File: config.mk
export PLATFORM = sky130hd
export DESIGN_NAME = bcd_chain_counter
export DESIGN_NICKNAME = d
export VERILOG_FILES = /design/src/rtl/bcd_chain_counter.sv
export SDC_FILE = /design/constraint.sdc
export NUM_CORES = 1
export LEC_CHECK = 0
export ABC_AREA = 1
export ABC_CLOCK_PERIOD_IN_PS = 1550
export BUFFER_PORTS_ARGS = -buffer_cell sky130_fd_sc_hd__buf_4
export CAP_MARGIN = 40
export CORE_MARGIN = 10
export CORE_UTILIZATION = 53
export DETAILED_ROUTE_END_ITERATION = 12
export PLACE_DENSITY = 0.8
export SYNTH_ARGS = -nofsm -noshare
export SYNTH_HDL_FRONTEND = slang
export SYNTH_SLANG_ARGS = --single-unit
File: constraint.sdc
create_clock -name clk -period 1.55 [get_ports clk]
set_input_delay 0.0775 -clock clk [delete_from_list [all_inputs] [get_ports clk]]
set_output_delay 0.0775 -clock clk [all_outputs]
set_load 0.02 [all_outputs]
File: src/rtl/bcd_chain_counter.sv
// bcd_chain_counter
// -----------------
// Parametrised multi-digit cascaded modulo counter. Every digit counts modulo
// BASE. Digit 0 is the least significant digit. A digit steps only when all
// digits below it sit at their terminal value for the current direction, so
// the chain behaves like a single base-BASE up/down counter.
//
// Optional feature (macro BCD_CHAIN_SAT_EN):
//   When defined, the 1-bit input 'sat' is added. When sat=1 and the chain is
//   at its terminal value, an enabled count holds instead of wrapping.
//   When the macro is undefined, the counter always wraps.
//
// Parameters:
//   DIGITS : number of cascaded digits (1..8)
//   BASE   : modulus of every digit (2..16)
//   DW     : bits per digit, must satisfy 2**DW >= BASE
//
// Ports:
//   clk    : clock, all state updates on the rising edge
//   r      : asynchronous active-high reset, clears all digits
//   clr    : synchronous clear (highest synchronous priority)
//   ld     : synchronous parallel load of din (digits >= BASE load BASE-1)
//   ce     : count enable
//   up     : direction, 1 = up, 0 = down (takes effect combinationally)
//   din    : load value, digit i at [i*DW +: DW]
//   sat    : saturate at the terminal value (only with BCD_CHAIN_SAT_EN)
//   Q      : registered count, same packing as din
//   dig_tc : per-digit terminal flags for the current direction
//   TC     : chain terminal, AND of all dig_tc bits
//   CEO    : cascade enable out, ce & TC & ~ld & ~clr
module bcd_chain_counter #(
  parameter int DIGITS = 4,
  parameter int BASE   = 10,
  parameter int DW     = 4
) (
  input  logic                 clk,
  input  logic                 r,
  input  logic                 clr,
  input  logic                 ce,
  input  logic                 up,
  input  logic                 ld,
  input  logic [DIGITS*DW-1:0] din,
`ifdef BCD_CHAIN_SAT_EN
  input  logic                 sat,
`endif
  output logic [DIGITS*DW-1:0] Q,
  output logic [DIGITS-1:0]    dig_tc,
  output logic                 TC,
  output logic                 CEO
);

  localparam logic [DW-1:0] MAXD = DW'(BASE - 1);

  logic [DIGITS*DW-1:0] qNext;
  logic [DIGITS-1:0]    carry;
  logic                 satHold;

  genvar gi;

  // Terminal flag of each digit follows 'up' directly, so a direction change
  // re-interprets the flags in the same cycle.
  generate
    for (gi = 0; gi < DIGITS; gi++) begin : g_tc
      assign dig_tc[gi] = up ? (Q[gi*DW +: DW] == MAXD) : (Q[gi*DW +: DW] == '0);
    end
  endgenerate

  // carry[i] is set when every lower digit is terminal; built from dig_tc
  // slices rather than a ripple on itself to keep the logic loop-free.
  assign carry[0] = 1'b1;
  generate
    for (gi = 1; gi < DIGITS; gi++) begin : g_carry
      assign carry[gi] = &dig_tc[gi-1:0];
    end
  endgenerate

  assign TC  = &dig_tc;
  assign CEO = ce & TC & ~ld & ~clr;

`ifdef BCD_CHAIN_SAT_EN
  assign satHold = sat & TC;
`else
  assign satHold = 1'b0;
`endif

  // Next-state selection: clr > ld > ce > hold.
  always_comb begin
    qNext = Q;
    if (clr) begin
      qNext = '0;
    end else if (ld) begin
      for (int i = 0; i < DIGITS; i++) begin
        qNext[i*DW +: DW] = (din[i*DW +: DW] > MAXD) ? MAXD : din[i*DW +: DW];
      end
    end else if (ce && !satHold) begin
      for (int i = 0; i < DIGITS; i++) begin
        if (carry[i]) begin
          if (up) begin
            qNext[i*DW +: DW] = (Q[i*DW +: DW] == MAXD) ? '0 : Q[i*DW +: DW] + 1'b1;
          end else begin
            qNext[i*DW +: DW] = (Q[i*DW +: DW] == '0) ? MAXD : Q[i*DW +: DW] - 1'b1;
          end
        end
      end
    end
  end

  always_ff @(posedge clk or posedge r) begin
    if (r) begin
      Q <= '0;
    end else begin
      Q <= qNext;
    end
  end

endmodule

==> impl_results.md, run 1 <==
* Biggest regs: Q (16)
* GR Overflow Total at 0
* Initial antenna violation count at 0
* Max VDD drop at 0.000526 V
* Share of Yosys cell area claimed by the top area cell type at 24.2%
* Largest net degree at the start of global routing at 19
* First-pass GRT wire length at 8840 µm
* Placeable Area at 0.00303 mm²
* Post-Route WL at ~5600 µm
* Total GRT Usage at 17.6%
* Setup WS post-layout at -269 ps
* I/O Buffers at 43
* CP Max Fanout at 3
* Setup TNS at -1650 ps
* RSZ-0062 raised after global routing: yes
* Num CTS Buffers at 3
* Die width at 75.9 µm
* Slew at the pin closest to its max-slew limit at 666 ps
* Seq/Total Area, Yosys at 24.2%
* Share of layout cells above drive strength 1 at between 40% and 50%
* Yosys cell types at 31
* ANT cells at 0
* Power Density at ~720 mW/mm²
* Fin crit share at 117%
* Clock Pin Slew Worst Setup and Hold Paths at around 100 ps
* Die Span Y at 75.9 µm
* FP Rows at 20
* Syn Inst Count at roughly 260
* Largest register FFs at 16
* Fmax at 0.550 GHz
* Fin. max-slew vios at 0
* Post-route minimum period at between 1500 and 2000 ps
* Post-Syn Area at 0.00166 mm²
* Min-Delay Path Class: primary input to flip-flop
* I/O pin count at 44
* Initial Util at 54.7%
* Yosys warnings at 0
* Die Footprint at 0.00576 mm²
* Final setup fails at 16
* Inst Count DP at 355
* Failing checks: setup timing
* DR WL/cell at approximately 15 µm
* Via Count at 1997
* Final hold vios at 0
* CP Launch Type: flip-flop
* Crit Path Class: flip-flop to output port
* Area contributors post-synth: dfrtp_1 24%, nand2_1 19%, nand3_1 9.7%
* Number of global-route vias before repair at 1904
* Biggest register: Q
* Cell-by-cell trace of the critical path: inv_2 > ha_4 > nand4_1 > nand2_4 > nand2_4 > nor3_4 > buf_6
* Worst endpoint required time at 1470 ps
* DRT iter0 DRCs at 202
* Status: finished with violations
* Crit end category: output port
* Slew margin rel. at 55.5%
* Worst path slowest cell: dfrtp_2
* Synth Net Count at 290
* Clock Tree Root: clkbuf_4
* Residual DRC count at 0
* Final ANT Viol Nets at 0
* Cell mode on critical path: nand2_4
* Synth-to-Final Area Change at 49.2%
* Worst Clk Skew at roughly 1.5 ps
* Filler cells at 214
* RePlAce Congestion at 0.887
* Area of the multi-input gates at 0.00126 mm²
* # H-tree levels at 1
* Detailed Place HPWL at 3700 µm
* Synth Register Bits at 16
* Fin cells at 380
* Worst path max stage delay at 450 ps
* Router iterations before antenna repair at 4
* Storage cell area at 409 µm²
* Final Net Count at roughly 370
* Synth Area per Inst at 6.32 µm²
* Clk buf depth at 2
* Crit path DAT at 1740 ps
* CTS tree: done
* Clock Sinks at 16
* Maxcap violations at 0
* Worst skew pair latency at ~300 ps
* Area leader, netlist: dfrtp_1
* P_leak at about 1.3 nW
* Vias per std cell at approximately 5.3
* Worst slack at placement at between 3 and 4 ps
stage by stage:
stage	utilization, %	hold slack [ps]	area [µm²]	power [mW]
after CTS	76.7	85.1	2320	1.66
final	81.6	82.9	2470	1.79
after global placement	69.9	202	2120	1.35
after detailed placement	69.9	203	2120	1.36
after floorplan	-	-9.03	1690	1.07
after global routing	81.6	123	2470	1.89
power breakdown:
part,switching [mW],leakage [nW],internal (mW)
Combinational,0.574,1.08,0.426
Sequential,0.0754,0.198,0.468
Clock,0.151,0.0138,0.0907
cell usage in the layout, fill, tap and decap left out, drive strengths merged:
cell and instances:
nand2 90, buf 75, nand3 35, inv 35, nor2 24, o21ai 24, dfrtp 16, a21oi 12
ha 6, o211ai 3, clkbuf 3, xor2 3, nand4 2, xnor2 2, nor3 2, a31oi 1
o22ai 1, a21boi 1, dlygate4sd3 1
final timing paths:
path,start,endpoint,slack [ps],depth (start not counted)
max,Q[4],TC,-270,7
min,ce,Q[3],80,4
max reg2reg,Q[0],Q[13],-190,11
min reg2reg,Q[8],Q[8],600,2
max in group asynchronous,r,Q[13],650,3
min in group asynchronous,r,Q[11],430,3
logic make-up after synthesis:
| kind of cell | Yosys count | synth area share [%] |
|---|---|---|
| AND/OR/NAND/NOR | 153 | 44.3 |
| AO/OA/AOI/OAI | 42 | 14.4 |
| buffers and inverters | 40 | 9.97 |
| flip-flops | 16 | 24.2 |
| adder cells (fa/ha/maj) | 6 | 4.53 |
| XOR/XNOR | 5 | 2.64 |
cell usage after synthesis (all sizes together):
| master | number |
|---|---|
| nand4 | 2 |
| ha | 6 |
| nand3 | 35 |
| buf | 5 |
| xor2 | 3 |
| o22ai | 1 |
| o21ai | 24 |
| o211ai | 3 |
| nand2 | 90 |
| xnor2 | 2 |
| a21boi | 1 |
| a21oi | 12 |
| inv | 35 |
| a31oi | 1 |
| dfrtp | 16 |
| nor3 | 2 |
| nor2 | 24 |
area by class of cell:
cell class	instances	area share, %
clock buffer	3	0.911
tap	44	2.23
sequential	16	16.6
multi-input combinational	206	50.8
inverter	35	5.52
timing repair buffer	76	23.9
per-layer routing:
layer	track usage, %	up-vias	part of all wire (%)
met5	0	-	0
met4	6.44	0	1.8
met3	3.07	12	6.1
met2	29.8	89	49
met1	21.5	899	43
li1	-	997	-
critical path: cells and delay by family (launching register included):
family | cells | cell delay [ps]
DFF | 1 | 450
and+or+nand+nor | 4 | 610
adders and majority gates | 1 | 140
buffers and inverters | 2 | 230
repair_timing:
item / CTS / global route
pin swaps: 8 / 10
endpoints found under the hold margin: 16 / 0
cloned: 0 / 0
endpoints found under the setup margin: 5 / 17
buffers inserted: 14 / 11
hold buffers: 1 / 0
gates resized for setup: 15 / 24
No activity file was read; power rests on OpenSTA's default activity.
==> run 2, diff against run 1 <==
--- a/config.mk
+++ b/config.mk
@@ -6,7 +6,7 @@
 export NUM_CORES = 1
 export LEC_CHECK = 0
 export ABC_AREA = 1
-export ABC_CLOCK_PERIOD_IN_PS = 1550
+export ABC_CLOCK_PERIOD_IN_PS = 2000
 export BUFFER_PORTS_ARGS = -buffer_cell sky130_fd_sc_hd__buf_4
 export CAP_MARGIN = 40
 export CORE_MARGIN = 10
==> constraint.sdc (replaced) <==
create_clock -name clk -period 2 [get_ports clk]
set_input_delay 0.1 -clock clk [delete_from_list [all_inputs] [get_ports clk]]
set_output_delay 0.1 -clock clk [all_outputs]
set_load 0.02 [all_outputs]
==> impl_results.md, run 2 (synthesized netlist as in run 1, its figures left out) <==
* Status: finished, final reports clean (was finished with violations)
* Internal Power at 0.702 mW (was 0.985 mW)
* Number of global-route vias before repair at 1639 (was 1904)
* Final setup fails at 0 (was 16)
* Biggest regs: Q (16) (unchanged)
* Vias per std cell at 5.07 (was 5.26)
* ANT cells at 0 (unchanged)
* I/O Buffers at 43 (unchanged)
* Buf+Inv Stages, Crit Path at 2 (unchanged)
* RR Startpoint: Q[4] (was Q[0])
* First-pass GRT wire length at 7580 µm (was 8840 µm)
* R2R depth at 8 (was 11)
* Flop pwr share at 34.7% (was 30.5%)
* Maxcap violations at 0 (unchanged)
* Min-Delay Path Class: primary input to flip-flop (unchanged)
* Synth-to-Final Area Change at 24.8% (was 49.2%)
* Die width at 75.9 µm (unchanged)
* Die Span Y at 75.9 µm (unchanged)
* Net Sw Frac at 43.5% (was 44.8%)
* Largest net degree at the start of global routing at 20 (was 19)
* Crit path DAT at 1800 ps (was 1740 ps)
* Cell-by-cell trace of the critical path: inv_1 > ha_1 > nand4_1 > nand2_2 > nand2_4 > nor3_1 > buf_4 (was inv_2 > ha_4 > nand4_1 > nand2_4 > nand2_4 > nor3_4 > buf_6)
* Router iterations before antenna repair at 4 (unchanged)
* Total GRT Usage at 15.2% (was 17.6%)
* Biggest register: Q (unchanged)
* Max VDD drop at 0.000345 V (was 0.000526 V)
* Placeable Area at 0.00303 mm² (unchanged)
* Worst hold stages at 5 (was 4)
* Crit Path Class: flip-flop to output port (unchanged)
* Power Density at 601 mW/mm² (was 722 mW/mm²)
* Initial antenna violation count at 0 (unchanged)
* Min-delay src: din[6] (was ce)
* FP Rows at 20 (unchanged)
* CP Max Fanout at 6 (was 3)
* Storage cell area at 402 µm² (was 409 µm²)
* Fmax at 0.525 GHz
* I/O pin count at 44 (unchanged)
* Final hold vios at 0 (unchanged)
* Detailed Place HPWL at 3540 µm (was 3700 µm)
* Worst path slowest cell: dfrtp_2 (unchanged)
* DR WL/cell at 12.9 µm (was 14.8 µm)
* Final Net Count at 336 (was 366)
* Crit end category: output port (unchanged)
* Setup WS post-layout at 96.7 ps (was -269 ps)
* Clock Tree Root: clkbuf_4 (unchanged)
* Worst R2R Setup Slack at 440 ps (was -190 ps)
* Filler cells at 281 (was 214)
* Share of layout cells above drive strength 1 at 26.4% (was 40.5%)
* Final ANT Viol Nets at 0 (unchanged)
* Num CTS Buffers at 3 (unchanged)
* Combinational group share of total power at 46.6% (was 56.0%)
* Post-Route WL at 4540 µm (was 5620 µm)
* DRT iter0 DRCs at 113 (was 202)
* Initial Util at 54.7% (unchanged)
* Via Count at 1779 (was 1997)
* Clock Pin Slew Worst Setup and Hold Paths at 110 ps (was 100 ps)
* Residual DRC count at 0 (unchanged)
* Inst Count DP at 344 (was 355)
* Worst path max stage delay at 460 ps (was 450 ps)
* Most common cell after layout, fill and taps aside: nand2_1 (unchanged)
* Worst Clk Skew at 6.39 ps (was 1.50 ps)
* Clk buf depth at 2 (unchanged)
* Worst slack at placement at 410 ps (was 3.23 ps)
* Switching pwr at 0.542 mW (was 0.801 mW)
* Largest register FFs at 16 (unchanged)
* Worst skew pair latency at 300 ps (about the same)
* Slew margin rel. at 54.6% (was 55.5%)
* Fin cells at 351 (was 380)
* P_leak at 1.13 nW (was 1.29 nW)
* Fin Hold WS at 92.9 ps (was 82.9 ps)
* CP Launch Type: flip-flop (unchanged)
* CTS tree: done (unchanged)
* Fin crit share at 95.2%
* Area of the multi-input gates at 0.00110 mm² (was 0.00126 mm²)
* Post-route minimum period at 1900 ps
* Tot Pwr at 1.24 mW (was 1.79 mW)
* RePlAce Congestion at 0.892 (was 0.887)
* Clock Sinks at 16 (unchanged)
* Fin. max-slew vios at 0 (unchanged)
* Clk pwr share at 18.7% (was 13.6%)
* Setup TNS at 0 ps (was -1650 ps)
* Family with the most delay on the worst path: simple AND/OR/NAND/NOR gates (unchanged)
* Worst endpoint required time at 1900 ps (was 1470 ps)
* GR Overflow Total at 0 (unchanged)
* Most frequent cells in the layout: 82 x nand2_1, 45 x buf_4, 32 x nand3_1 (was 76 x nand2_1, 70 x buf_4, 31 x nand3_1)
* Die Footprint at 0.00576 mm² (unchanged)
* Hold path endpoint: Q[6] (was Q[3])
* R2r endpoint: Q[14] (was Q[13])
* Slew at the pin closest to its max-slew limit at 680 ps (was 666 ps)
* # H-tree levels at 1 (unchanged)
## run 2: worst reg2reg max path: cells and delay by family, from the launching register on
kind            cells  cell delay (ps)
buf+inv             1              110
compound gates      1              170
simple gates        5              530
fa+ha+maj           1              240
flops               1              460
## run 2: repair_timing
item / CTS / global route
hold endpoints to repair: 16 / 0
hold buffers: 1 / 0
buffers inserted: 0 / 2
resized for setup: 0 / 5
setup endpoints to repair: 0 / 2
## run 2: worst max-delay path by stage
| stage | startpoint | endpoint | slack, ps | cells after the start |
|---|---|---|---|---|
| after floorplan | Q[4] | TC | 220 | 6 |
| after global placement | Q[4] | TC | 430 | 7 |
| after detailed placement | Q[1] | CEO | 410 | 9 |
| after CTS | Q[1] | CEO | 70 | 9 |
| after global routing | Q[4] | CEO | -4 | 7 |
| final | Q[4] | TC | 100 | 7 |
## run 2: per-layer routing
| layer | share of wire (%) | vias up | global-route usage [%] |
|---|---|---|---|
| li1 | - | 938 | - |
| met1 | 46 | 791 | 19.0 |
| met2 | 47 | 48 | 24.5 |
| met3 | 6.3 | 2 | 4.25 |
| met4 | 0.46 | 0 | 4.36 |
| met5 | 0 | - | 0 |
## run 2: power by group through the flow
stage               Combinational (mW)  Clock (mW)  Sequential [mW]
floorplan                        0.352           0            0.465
global placement                 0.561           0            0.435
detailed placement               0.570           0            0.436
CTS                              0.575       0.232            0.430
global route                     0.654       0.242            0.442
finish                           0.580       0.232            0.432
## run 2: metrics by stage
stage          utilization (%)  cell area, µm²
2_1_floorplan                -            1660
3_5_place_dp              66.1            2000
4_1_cts                   67.6            2050
5_1_grt                   68.3            2070
3_3_place_gp              66.1            2000
6_report                  68.3            2070
## run 2: final cells by class
class	count	share of cell area (%)
clock buffer	4	1.75
inverter	35	6.35
timing repair buffer	46	16.8
multi-input combinational	206	53.0
tap	44	2.66
sequential	16	19.4
